`src/rtl/uart_rx_block_assembler_if.sv`:
```
// uart_rx_block_assembler_if
//   Valid/ready block handshake between the UART block assembler and its
//   consumer.
//   blk_data  : assembled block, first received byte in the top 8 bits
//   blk_valid : blk_data holds an unconsumed block
//   blk_ready : consumer takes blk_data when blk_valid && blk_ready
//   master = producer (assembler), slave = consumer.
interface uart_rx_block_assembler_if #(
  parameter int BLK_W = 128
);
  logic [BLK_W-1:0] blk_data;
  logic             blk_valid;
  logic             blk_ready;

  modport master (output blk_data, output blk_valid, input  blk_ready);
  modport slave  (input  blk_data, input  blk_valid, output blk_ready);
endinterface

```
`src/rtl/uart_rx_block_assembler.sv`:
```
// uart_rx_block_assembler
//   UART receiver: deserialises 8N1 frames (8E1 when UART_RX_PARITY_EN is
//   defined) and packs bytes into BLK_W = 8*BYTES_PER_BLK bit blocks that
//   are offered on a valid/ready handshake.
// Ports
//   PCLK          : clock, rising edge
//   PRESETn       : asynchronous active-low reset
//   rx            : serial line, idle high, asynchronous to PCLK
//   blk           : block handshake (master side): blk_data/blk_valid/blk_ready
//   rx_byte       : last received byte
//   rx_byte_valid : one-cycle pulse when rx_byte updates
//   frame_err     : one-cycle pulse on a bad stop bit
//   overrun_err   : one-cycle pulse when a completed block is dropped
//   parity_err    : (UART_RX_PARITY_EN only) one-cycle pulse on bad even parity
// Optional feature macro: UART_RX_PARITY_EN
module uart_rx_block_assembler #(
  parameter int CLKS_PER_BIT  = 16,
  parameter int BYTES_PER_BLK = 16
)(
  input  logic                              PCLK,
  input  logic                              PRESETn,
  input  logic                              rx,
  uart_rx_block_assembler_if.master         blk,
  output logic [7:0]                        rx_byte,
  output logic                              rx_byte_valid,
  output logic                              frame_err,
  output logic                              overrun_err
`ifdef UART_RX_PARITY_EN
  ,
  output logic                              parity_err
`endif
);

  localparam int BLK_W = 8 * BYTES_PER_BLK;
  localparam int HALF  = CLKS_PER_BIT / 2;
  localparam int CW    = $clog2(CLKS_PER_BIT);
  localparam int IW    = (BYTES_PER_BLK > 1) ? $clog2(BYTES_PER_BLK) : 1;

  typedef enum logic [2:0] {
    S_IDLE,
    S_START,
    S_DATA,
`ifdef UART_RX_PARITY_EN
    S_PARITY,
`endif
    S_STOP,
    S_BREAK
  } state_t;

  state_t           r_state, w_next;
  logic [1:0]       r_sync;
  logic [CW-1:0]    r_cnt;
  logic [2:0]       r_bit;
  logic [7:0]       r_shift;
  logic [IW-1:0]    r_idx;
  logic [BLK_W-1:0] r_buf;
  logic [BLK_W-1:0] r_blk_data;
  logic             r_blk_valid;
  logic [7:0]       r_rx_byte;
  logic             r_rx_byte_valid;
  logic             r_frame_err;
  logic             r_overrun;

  logic             w_rx_s, w_tick, w_last, w_fire, w_commit;
  logic             w_load_half, w_load_full, w_shift, w_first, w_stop_smp, w_par_smp;
  logic [BLK_W-1:0] w_blk;

  assign w_rx_s = r_sync[1];
  assign w_tick = (r_cnt == '0);

  // Synchroniser presets to the idle level so reset never looks like a start bit.
  always_ff @(posedge PCLK or negedge PRESETn)
    if (!PRESETn) r_sync <= 2'b11;
    else          r_sync <= {r_sync[0], rx};

  // ---------------- FSM: state register ----------------
  always_ff @(posedge PCLK or negedge PRESETn)
    if (!PRESETn) r_state <= S_IDLE;
    else          r_state <= w_next;

  // ---------------- FSM: next state ----------------
  always_comb begin
    w_next = r_state;
    case (r_state)
      S_IDLE:  if (!w_rx_s) w_next = S_START;
      S_START: if (w_tick)  w_next = w_rx_s ? S_IDLE : S_DATA;
`ifdef UART_RX_PARITY_EN
      S_DATA:   if (w_tick && r_bit == 3'd7) w_next = S_PARITY;
      S_PARITY: if (w_tick) w_next = S_STOP;
`else
      S_DATA:  if (w_tick && r_bit == 3'd7) w_next = S_STOP;
`endif
      S_STOP:  if (w_tick)  w_next = w_rx_s ? S_IDLE : S_BREAK;
      S_BREAK: if (w_rx_s)  w_next = S_IDLE;
      default: w_next = S_IDLE;
    endcase
  end

  // ---------------- FSM: control outputs ----------------
  always_comb begin
    w_load_half = 1'b0;
    w_load_full = 1'b0;
    w_shift     = 1'b0;
    w_first     = 1'b0;
    w_par_smp   = 1'b0;
    w_stop_smp  = 1'b0;
    case (r_state)
      S_IDLE:  w_load_half = !w_rx_s;
      S_START: begin w_load_full = w_tick; w_first = w_tick; end
      S_DATA:  begin w_load_full = w_tick; w_shift = w_tick; end
`ifdef UART_RX_PARITY_EN
      S_PARITY: begin w_load_full = w_tick; w_par_smp = w_tick; end
`endif
      S_STOP:  w_stop_smp = w_tick;
      default: ;
    endcase
  end

  // Baud counter: half a bit to reach mid start bit, then whole bits.
  always_ff @(posedge PCLK or negedge PRESETn)
    if (!PRESETn)         r_cnt <= '0;
    else if (w_load_half) r_cnt <= CW'(HALF - 1);
    else if (w_load_full) r_cnt <= CW'(CLKS_PER_BIT - 1);
    else if (!w_tick)     r_cnt <= r_cnt - 1'b1;

  // Data bits arrive LSB first, so shift in from the top.
  always_ff @(posedge PCLK or negedge PRESETn)
    if (!PRESETn) begin
      r_bit   <= '0;
      r_shift <= '0;
    end else begin
      if (w_first) r_bit <= '0;
      else if (w_shift) r_bit <= r_bit + 1'b1;
      if (w_shift) r_shift <= {w_rx_s, r_shift[7:1]};
    end

`ifdef UART_RX_PARITY_EN
  logic r_par, r_parity_err, w_par_bad;
  assign w_par_bad = ^{r_shift, r_par};   // even parity over data + parity bit
  always_ff @(posedge PCLK or negedge PRESETn)
    if (!PRESETn) begin
      r_par        <= 1'b0;
      r_parity_err <= 1'b0;
    end else begin
      if (w_par_smp) r_par <= w_rx_s;
      r_parity_err <= w_stop_smp && w_par_bad;
    end
  assign parity_err = r_parity_err;
  assign w_commit   = w_stop_smp && w_rx_s && !w_par_bad;
`else
  assign w_commit   = w_stop_smp && w_rx_s;
`endif

  // ---------------- block assembly ----------------
  assign w_last = (r_idx == IW'(BYTES_PER_BLK - 1));
  assign w_fire = w_commit && w_last;

  // Final byte goes to the lowest lane; offer the block with it merged in.
  always_comb begin
    w_blk      = r_buf;
    w_blk[7:0] = r_shift;
  end

  always_ff @(posedge PCLK or negedge PRESETn)
    if (!PRESETn) begin
      r_idx <= '0;
      r_buf <= '0;
    end else if (w_commit) begin
      for (int i = 0; i < BYTES_PER_BLK; i++)
        if (r_idx == IW'(i)) r_buf[BLK_W-1-8*i -: 8] <= r_shift;
      r_idx <= w_last ? '0 : r_idx + 1'b1;
    end

  always_ff @(posedge PCLK or negedge PRESETn)
    if (!PRESETn) begin
      r_rx_byte       <= '0;
      r_rx_byte_valid <= 1'b0;
      r_frame_err     <= 1'b0;
    end else begin
      r_rx_byte_valid <= w_commit;
      r_frame_err     <= w_stop_smp && !w_rx_s;
      if (w_commit) r_rx_byte <= r_shift;
    end

  // Output register: a new block replaces the old only if the old one is
  // gone or leaving this cycle; otherwise the new one is dropped.
  always_ff @(posedge PCLK or negedge PRESETn)
    if (!PRESETn) begin
      r_blk_data  <= '0;
      r_blk_valid <= 1'b0;
      r_overrun   <= 1'b0;
    end else begin
      r_overrun <= w_fire && r_blk_valid && !blk.blk_ready;
      if (w_fire && (!r_blk_valid || blk.blk_ready)) begin
        r_blk_data  <= w_blk;
        r_blk_valid <= 1'b1;
      end else if (r_blk_valid && blk.blk_ready) begin
        r_blk_valid <= 1'b0;
      end
    end

  assign blk.blk_data  = r_blk_data;
  assign blk.blk_valid = r_blk_valid;
  assign rx_byte       = r_rx_byte;
  assign rx_byte_valid = r_rx_byte_valid;
  assign frame_err     = r_frame_err;
  assign overrun_err   = r_overrun;

endmodule
```
`src/flat_wrapper.sv`:
```
// flat-port wrapper written by rule: the top's interface ports become plain ports
module uart_rx_block_assembler_flat 
#(
  parameter int CLKS_PER_BIT  = 16,
  parameter int BYTES_PER_BLK = 16
)
  (PCLK, PRESETn, rx, rx_byte, rx_byte_valid, frame_err, overrun_err, blk_blk_data, blk_blk_valid, blk_blk_ready);
  uart_rx_block_assembler_if blk_i ();
  input  logic PCLK;
  input  logic PRESETn;
  input  logic rx;
  output logic [7:0] rx_byte;
  output logic rx_byte_valid;
  output logic frame_err;
  output logic overrun_err;
  output wire logic [$bits(blk_i.blk_data)-1:0] blk_blk_data;
  output wire logic [$bits(blk_i.blk_valid)-1:0] blk_blk_valid;
  input wire logic [$bits(blk_i.blk_ready)-1:0] blk_blk_ready;
  assign blk_blk_data = blk_i.blk_data;
  assign blk_blk_valid = blk_i.blk_valid;
  assign blk_i.blk_ready = blk_blk_ready;
  uart_rx_block_assembler #(.CLKS_PER_BIT(CLKS_PER_BIT), .BYTES_PER_BLK(BYTES_PER_BLK)) u_core (.PCLK(PCLK), .PRESETn(PRESETn), .rx(rx), .blk(blk_i), .rx_byte(rx_byte), .rx_byte_valid(rx_byte_valid), .frame_err(frame_err), .overrun_err(overrun_err));
endmodule
```
`config.mk`:
```
export PLATFORM = sky130hd
export DESIGN_NAME = uart_rx_block_assembler_flat
export DESIGN_NICKNAME = d
export VERILOG_FILES = /design/src/rtl/uart_rx_block_assembler_if.sv /design/src/rtl/uart_rx_block_assembler.sv /design/src/flat_wrapper.sv
export SDC_FILE = /design/constraint.sdc
export NUM_CORES = 1
export LEC_CHECK = 0
export ABC_AREA = 0
export CORE_AREA = 4 4 181 218
export CTS_CLUSTER_DIAMETER = 50
export DETAILED_ROUTE_END_ITERATION = 8
export DIE_AREA = 0 0 185 222
export PLACE_DENSITY_LB_ADDON = 0.2
export SKIP_LAST_GASP = 1
export SLEW_MARGIN = 5
export SYNTH_ARGS = -nofsm -noshare
export SYNTH_HDL_FRONTEND = slang
export SYNTH_SLANG_ARGS = --single-unit
```
`constraint.sdc`:
```
create_clock -name PCLK -period 2.15 [get_ports PCLK]
set_input_delay 0.5375 -clock PCLK [delete_from_list [all_inputs] [get_ports PCLK]]
set_output_delay 0.5375 -clock PCLK [all_outputs]
set_load 0.05 [all_outputs]
```
==> key figures <==
Detailed routing
  • Routed wire length: 26100 µm
  • 1st-iter DRT viols: 215
  • Pre-Repair DR Iteration Count: 4
  • Vias: 6228
  • DRC: 0
  • Via/cell ratio: 4.51
  • Wire per inst: 18.9 µm
  • DRT antenna net count: 0

Pwr
  • PwrDens: 867 nW/µm²
  • Peak ir drop on the vdd network: 0.686 mV
  • Pleak: 7.85 nW

Synthesis
  • Seq cells post-synth: 284
  • Syn Nets: 704
  • Ys async rst share: 1.00
  • Post-Syn Instances: 693
  • Yosys cell types: 41
  • Syn Area/Cell: 15.9 µm²
  • Post-synth EDFFs: 0
  • Synthesized area: 11000 µm²
  • Sequential share of the synthesized area: 0.644
  • Ys Warns: 0
  • Synth Flop Type: dfrtp_1

Setup path
  • CP Class: reg -> reg
  • Critical Path Sink Type: register
  • Slowest CP cell: dfrtp_1
  • Worst path cell trace: inv_1 > ha_1 > buf_4 > and4b_1 > buf_6 > and2_1 > buf_4 > mux2_2
  • RR Endpoint: u_core.rx_byte[6]$_DFFE_PN0N_
  • R2R cell count: 8
  • Critical R2R Launch: u_core.r_cnt[0]$_DFFE_PN0P_
  • Largest delay share family, worst path: buffers and inverters
  • Max stage delay on crit path: 0.39 ns
  • R2r setup slk: 0.11 ns
  • Crit path DAT: 2.41 ns
  • CP max FO: 18
  • Crit path buffers/inverters: 4
  • Startpoint types: register
  • Worst EP required: 2.53 ns
  • Most common cell on crit path: buf_4

Floorplanning
  • I/O pins: 144
  • Starting Density: 0.294
  • Die X: 185 µm
  • Core area: 37500 µm²
  • Full die area: 41100 µm²
  • Die Ht: 222 µm
  • Cell Rows: 78

Timing
  • Hold Fails Final Rpt: 0
  • Fmax: 0.491 GHz
  • Setup repair after global routing missed its margin: false
  • Final period util: 0.947
  • Slew Limit Fails: 0
  • Final setup vio count: 0
  • Rel. slew slack: 0.223
  • Layout Skew: 0.0203 ns
  • Measured slew at the worst slew-check pin: 1.16 ns
  • Final min period: 2.04 ns

Min path
  • Hold EP: u_core.r_sync[1]$_DFF_PN1_
  • WHS Path Cells: 0
  • Hold Crit Start: u_core.r_sync[0]$_DFF_PN1_
  • Worst Hold Class: reg -> reg

Place
  • Number of port buffers: 143
  • HPWL reported at the end of detailed placement: 16700 µm
  • Gpl congestion: 0.756
  • Area post-placement: 13300 µm²

Run
  • Maxcap violations: 0

GRT
  • Largest net degree at the start of global routing: 66
  • Vias in the first global route: 6709
  • GR Overflow Total: 0
  • First-pass GRT wire length: 41500 µm
  • Antenna violations before repair: 0
  • GRT Overall Usage: 0.129

Status
  • Outcome: finished clean

Layout
  • Commonest non-fill, non-tap cell in the layout: dfrtp_1
  • Most frequent cells in the layout: 282 x dfrtp_1, 146 x mux2_1, 134 x dlygate4sd2_1
  • N_diodes: 0
  • Nets: 890
  • Share of cells above drive strength 1: 0.266
  • Design Area, Final: 14300 µm²
  • Final Core Density: 0.382
  • Layout area overhead: 29.6%
  • Fillers: 3632

Clocking
  • Num CTS Buffers: 36
  • CTS Sinks: 284
  • CTS tree: done
  • Clk Latency, worst-skew pair: 0.51 ns
  • CTS root buf: clkbuf_16
  • Clock slew at reported path FFs: 0.06 ns
  • CTS Buffer Depth: 3
  • H-tree depth: 2
==> worst max path at each step <==
stage	from	end	slack (ns)	depth (start not counted)
finish	u_core.r_cnt[0]$_DFFE_PN0P_	u_core.rx_byte[6]$_DFFE_PN0N_	0.11	8
global route	u_core.r_cnt[0]$_DFFE_PN0P_	u_core.rx_byte[6]$_DFFE_PN0N_	0.006	8
CTS	u_core.r_cnt[0]$_DFFE_PN0P_	u_core.r_buf[38]$_DFFE_PN0P_	0.01	7
detailed placement	blk_blk_ready	u_core.blk.blk_data[83]$_DFFE_PN0P_	-0.20	5
global placement	blk_blk_ready	u_core.blk.blk_data[84]$_DFFE_PN0P_	-0.18	5
floorplan	u_core.r_cnt[0]$_DFFE_PN0P_	u_core.blk.blk_data[23]$_DFFE_PN0P_	0.11	7
==> kinds of logic after synthesis <==
| kind of cell | Yosys count | synth area share |
|---|---|---|
| XOR/XNOR | 2 | 0.00159 |
| flip-flops | 284 | 0.644 |
| AO/OA/AOI/OAI | 17 | 0.00975 |
| buffers and inverters | 53 | 0.0282 |
| adder cells (fa/ha/maj) | 7 | 0.00794 |
| multiplexers | 269 | 0.274 |
| AND/OR/NAND/NOR | 61 | 0.0341 |
==> registers in the layout, indices dropped and copies added, names as in the netlist <==
signal,flops
u_core.rx_byte_valid,1
u_core.r_sync,2
u_core.r_buf,120
u_core.overrun_err,1
u_core.r_bit,3
u_core.rx_byte,8
u_core.frame_err,1
u_core.r_cnt,4
u_core.r_state,3
u_core.r_shift,8
u_core.blk.blk_valid,1
u_core.r_idx,4
u_core.blk.blk_data,128
==> what timing repair did <==
| action | in CTS | in global routing |
|---|---|---|
| resized for setup | 134 | 2 |
| setup buffers | 0 | 0 |
| hold buffers | 1 | 0 |
| pin swaps | 0 | 0 |
| setup endpoints to repair | 134 | 15 |
| hold endpoints to repair | 36 | 0 |
==> layer usage <==
metal,GRT usage,vias up,part of all wire
met4,0.0334,0,0.019
met3,0.0266,39,0.038
met5,0,-,0
met2,0.205,134,0.48
li1,-,2847,-
met1,0.182,3208,0.46
==> cells in the mapped netlist (2+ instances only) <==
cell type | count | area share
nor2_1 | 9 | 0.0031
mux2_2 | 120 | 0.12
and3_1 | 3 | 0.0017
buf_2 | 3 | 0.0014
a21oi_1 | 7 | 0.0032
and4b_1 | 2 | 0.0018
mux2_1 | 146 | 0.15
nor2b_1 | 4 | 0.0023
inv_1 | 8 | 0.0027
nand4_1 | 4 | 0.0023
nor3_1 | 3 | 0.0014
ha_1 | 7 | 0.0079
nand2_1 | 5 | 0.0017
nor3b_1 | 2 | 0.0014
clkbuf_1 | 18 | 0.0061
buf_6 | 14 | 0.014
buf_1 | 9 | 0.0031
dfstp_2 | 2 | 0.0048
nor4bb_1 | 4 | 0.0036
o211ai_1 | 2 | 0.0014
dfrtp_1 | 282 | 0.64
nand3_1 | 17 | 0.0077
mux2i_1 | 3 | 0.0027
a31oi_1 | 2 | 0.0011
==> metrics by stage <==
stage	setup WS, ns	setup TNS, ns	cells	total power [mW]	hold slack [ns]
floorplan	0.110	0	693	6.19	0.242
global placement	-0.180	-19.96	1320	6.60	0.351
detailed placement	-0.204	-21.31	1320	6.62	0.349
CTS	0.0148	0	1382	12.6	0.367
global route	0.00558	0	1382	13.0	0.368
finish	0.114	0	1382	12.4	0.365
==> power breakdown <==
part           switching [mW]  internal, mW  leakage, nW
logic                   0.497         0.383         3.34
registers               0.163          5.46         3.94
clock network            2.32          3.58        0.575
total                    2.98          9.43         7.85
==> area by class of cell <==
cell class              instances  area [µm²]  share of cell area
clock buffers                  46        1010              0.0706
repair buffers                193        1770               0.124
clock inverters                15         154              0.0108
multi-input cells             356        3620               0.253
flip-flops and latches        284        7110               0.497
inverters                       8        30.0             0.00210
well taps                     480         601              0.0420
No activity file was read; power rests on OpenSTA's default activity.
